**src/rtl/decoder_scan.sv**
```systemverilog
// decoder_scan: registered one-hot decoder with a dwell-timed scan mode
// Ports:
//   clk   - system clock, all state updates on the rising edge
//   rst   - asynchronous active-high reset
//   en    - block enable, 0 forces IDLE
//   mode  - 0 = DECODE, 1 = SCAN (sampled while en=1)
//   load  - in DECODE, capture S on this edge
//   S     - select value to decode
//   Y     - registered one-hot output (2^N bits)
//   valid - Y holds a legal one-hot code
//   idx   - index of the asserted Y bit, 0 when valid=0
// Macro DECODER_SCAN_ACTIVE_LOW_EN: drive Y inverted (one-cold, all-ones when idle/reset).
module decoder_scan #(
  parameter int N     = 2,
  parameter int DWELL = 4
) (
  input  logic              clk,
  input  logic              rst,
  input  logic              en,
  input  logic              mode,
  input  logic              load,
  input  logic [N-1:0]      S,
  output logic [(1<<N)-1:0] Y,
  output logic              valid,
  output logic [N-1:0]      idx
);
  localparam int W  = 1 << N;
  localparam int CW = $clog2(DWELL + 1);
`ifdef DECODER_SCAN_ACTIVE_LOW_EN
  localparam logic [W-1:0] OFF = '1;
`else
  localparam logic [W-1:0] OFF = '0;
`endif
  typedef enum logic [1:0] {IDLE, DECODE, SCAN} state_t;
  state_t          state_q;
  logic [CW-1:0]   cnt_q;
  logic [N-1:0]    idx_q;
  logic [N-1:0]    idx_d;
  logic            valid_q;
  logic [W-1:0]    y_q;
  logic            last;
  // idx rolls over naturally in N bits, giving the gapless wrap to 0
  assign idx_d = idx_q + 1'b1;
  assign last  = cnt_q == CW'(DWELL - 1);
  // Y is stored already in output polarity so the pin stays a pure flop output
  always_ff @(posedge clk or posedge rst) begin
    if (rst) begin
      state_q <= IDLE;
      y_q     <= OFF;
      valid_q <= 1'b0;
      idx_q   <= '0;
      cnt_q   <= '0;
    end else if (!en) begin
      state_q <= IDLE;
      y_q     <= OFF;
      valid_q <= 1'b0;
      idx_q   <= '0;
      cnt_q   <= '0;
    end else if (mode) begin
      if (state_q != SCAN) begin
        state_q <= SCAN;
        y_q     <= OFF ^ W'(1);
        valid_q <= 1'b1;
        idx_q   <= '0;
        cnt_q   <= '0;
      end else if (last) begin
        cnt_q <= '0;
        idx_q <= idx_d;
        y_q   <= OFF ^ (W'(1) << idx_d);
      end else begin
        cnt_q <= cnt_q + 1'b1;
      end
    end else begin
      // entry edge into DECODE never captures S, even with load=1
      if (state_q != DECODE) begin
        state_q <= DECODE;
        y_q     <= OFF;
        valid_q <= 1'b0;
        idx_q   <= '0;
        cnt_q   <= '0;
      end else if (load) begin
        y_q     <= OFF ^ (W'(1) << S);
        idx_q   <= S;
        valid_q <= 1'b1;
      end
    end
  end
  assign Y     = y_q;
  assign valid = valid_q;
  assign idx   = idx_q;
endmodule

```
**config.mk**
```make
export PLATFORM = sky130hd
export DESIGN_NAME = decoder_scan
export DESIGN_NICKNAME = d
export VERILOG_FILES = /design/src/rtl/decoder_scan.sv
export SDC_FILE = /design/constraint.sdc
export NUM_CORES = 1
export LEC_CHECK = 0
export ABC_AREA = 0
export CORE_MARGIN = 5
export CORE_UTILIZATION = 48
export DETAILED_ROUTE_END_ITERATION = 7
export HOLD_SLACK_MARGIN = 0.02
export MAX_ROUTING_LAYER = met4
export PLACE_DENSITY = 0.73
export SETUP_SLACK_MARGIN = 0.02
export SYNTH_ARGS = -nofsm -noshare
export SYNTH_HDL_FRONTEND = slang
export SYNTH_SLANG_ARGS = --single-unit
```
**constraint.sdc**
```tcl
create_clock -name clk -period 2.35 [get_ports clk]
set_clock_uncertainty 0.2 [all_clocks]
set_input_delay 0.235 -clock clk [delete_from_list [all_inputs] [get_ports clk]]
set_output_delay 0.235 -clock clk [all_outputs]
set_load 0.05 [all_outputs]
```
==> results by group <==
Synth
  • Yosys warns: 0
  • Area contributors post-synth: dfrtp_1, ha_1, a32o_1
  • Leading area contributor after synthesis: dfrtp_1
  • Post-synth top flop: dfrtp_1
  • Cell variety after synth: 25
  • Post-synth EDFFs: 0
  • Post-Synthesis Net Count: 71
  • Part of the Yosys area used for sequential elements: 0.432
  • Top cell type's share of synthesized area: 0.432
  • Synth async-reset ratio: 1.00
  • #FFs+latches synth: 12
  • Synth Instances: 59
  • Post-synthesis instance area: 696 um2
  • Most frequent cell after synthesis: dfrtp_1
  • Syn_area_per_cell: 11.8 um2
  • Synth top cells by count: dfrtp_1, inv_1, a32o_1, ha_1

Pwr
  • Pwr per Cell Area: 487 nW/um2
  • Psw: 0.000109 W
  • Internal power: 0.000302 W
  • Comb power frac: 0.166
  • Max IR drop VDD: 340 uV
  • Switching fraction of total power: 0.266
  • Clk pwr share: 0.302
  • Part of the power in registers: 0.531
  • Leakage: 0.409 nW
  • Total power: 0.000411 W

Die
  • FP Rows: 13
  • Die Ht: 48.1 um
  • Die Area: 2310 um2
  • Core region area: 1330 um2
  • Initial Utilization: 0.522
  • # IOs: 14
  • Die width: 48.1 um

Global route
  • First-pass GRT wire length: 2.28 mm
  • Vias in the first global route: 481
  • GRT Residual Overflow: 0
  • Antenna violations before repair: 0
  • Total global-route track usage: 0.157
  • Largest net degree at the start of global routing: 13

Timing
  • WHS: 0.0624 ns
  • Final Critical Period: 1.92 ns
  • RSZ-0062 raised after global routing: no
  • Max-slew headroom: 0.668
  • Hold Vio Cnt, Final: 0
  • Setup violators final: 0
  • F_max: 0.522 GHz
  • Slew Limit Fails: 0
  • Tcrit/Tclk final: 0.816
  • Tightest Pin Transition: 0.497 ns
  • Setup TNS: 0 ns
  • Final WS setup: 0.434 ns

Placement
  • RePlAce Congestion: 0.757
  • PortBufs: 13
  • Hpwl dp: 1.03 mm
  • Place WS: 0.256 ns

Clock tree
  • H-tree levels: 1
  • CTS buffer count: 3
  • Post_cts resized: 0
  • Max clock buf depth: 2
  • Setup bufs post-CTS: 0
  • Root buffer cell: clkbuf_4
  • CTS tree: built
  • Clock transition at the registers of the reported paths: 0.08 ns
  • # clock sinks: 12
  • Hold_buf cts: 0
  • Clock latency at the later pin of the worst-skew pair: 0.27 ns

Layout
  • Share of layout cells above drive strength 1: 0.164
  • Nets@finish: 87
  • Core Util, Final: 0.633
  • Area growth syn-to-layout: 21.4%
  • Inserted Diodes: 0

Worst setup path
  • Reg2reg path depth: 4
  • Critical Path AT: 1.48 ns
  • Reg2Reg Launch Point: cnt_q[0]
  • Startpoint Class: flip-flop
  • Max incr delay on CP: 0.82 ns
  • Worst Path Buf+Inv: 1
  • Critical path endpoint category: output port
  • Slack of the worst reg-to-reg path: 0.47 ns
  • Slowest-stage cell, CP: clkdlybuf4s50_1
  • Delay-heaviest family, CP: buffers and inverters
  • Worst path cell trace: clkdlybuf4s50_1
  • Worst-path maximum fanout: 4
  • End of the worst register-to-register path: Y[3]
  • WP data required: 1.91 ns
  • Crit Path Class: flip-flop to output port

Detailed routing
  • Pre-Repair DR Iteration Count: 4
  • DR vias: 488
  • DRT iter0 DRCs: 10
  • Routed Antenna Nets: 0
  • WL per Instance: 15.1 um
  • DR DRC count: 0
  • Vias per std cell: 5.55
  • Final wirelength: 1.33 mm

Job
  • Max-cap violation count: 0

Outcome
  • Status: complete, no violations

Hold path
  • Worst hold path type: input port to asynchronous set/reset pin
## through the flow
step	instance area (um2)	cells
after floorplan	696	59
after global placement	822	85
after detailed placement	822	85
after CTS	845	88
after global routing	845	88
final	845	88
## per-layer routing
metal,wire length (um),share of wire,global-route usage,vias to the layer above
met5,0,0,-,-
met4,12,0.0090,0.0645,0
met3,51,0.038,0.0564,2
met2,581,0.44,0.190,10
met1,685,0.51,0.229,233
li1,-,-,-,243
## final cells by class
type	instances	area [um2]
clock buffer	3	22.5
fill	116	489
inverter	8	30.0
multi-input combinational	37	343
sequential	12	300
tap	15	18.8
timing repair buffer	13	130
## power groups by stage
stage | logic [W] | registers (W) | clock network, W
2_1_floorplan | 0.0000272 | 0.000237 | 0
3_3_place_gp | 0.0000684 | 0.000222 | 0
3_5_place_dp | 0.0000689 | 0.000223 | 0
4_1_cts | 0.0000691 | 0.000218 | 0.000130
5_1_grt | 0.0000742 | 0.000220 | 0.000146
6_report | 0.0000684 | 0.000218 | 0.000124
## flip-flops by register name (all words and copies together) (netlist names)
| signal | cells |
|---|---|
| Y | 4 |
| cnt_q | 3 |
| idx | 2 |
| state_q | 2 |
| valid | 1 |
## logic make-up after synthesis
| group | count (synthesis) | synth area share |
|---|---|---|
| buffers and inverters | 10 | 0.0755 |
| flip-flops | 12 | 0.432 |
| AND/OR/NAND/NOR | 13 | 0.147 |
| AO/OA/AOI/OAI | 14 | 0.178 |
| adder cells (fa/ha/maj) | 5 | 0.0899 |
| multiplexers | 5 | 0.0773 |
## worst max path at each step
stage | end | cells after the start | startpoint | slack, ns
finish | idx[0] | 1 | idx[0] | 0.43
global route | idx[1] | 1 | idx[1] | 0.36
CTS | idx[0] | 1 | idx[0] | 0.41
detailed placement | Y[3] | 4 | mode | 0.26
global placement | Y[2] | 4 | mode | 0.29
floorplan | idx[1] | 5 | idx[0] | 0.49
## layout by cell type, fill, tap and decap left out, types with 2 or more instances in the layout
cell and n:
clkdlybuf4s50_1 13, a21oi_1 2, a32o_1 5, mux2_2 3, clkbuf_4 3, ha_1 5, nand2_1 2, dfrtp_1 12
mux2i_1 2, inv_1 8, o21ai_0 3
Power figures use the tool's default switching activity.
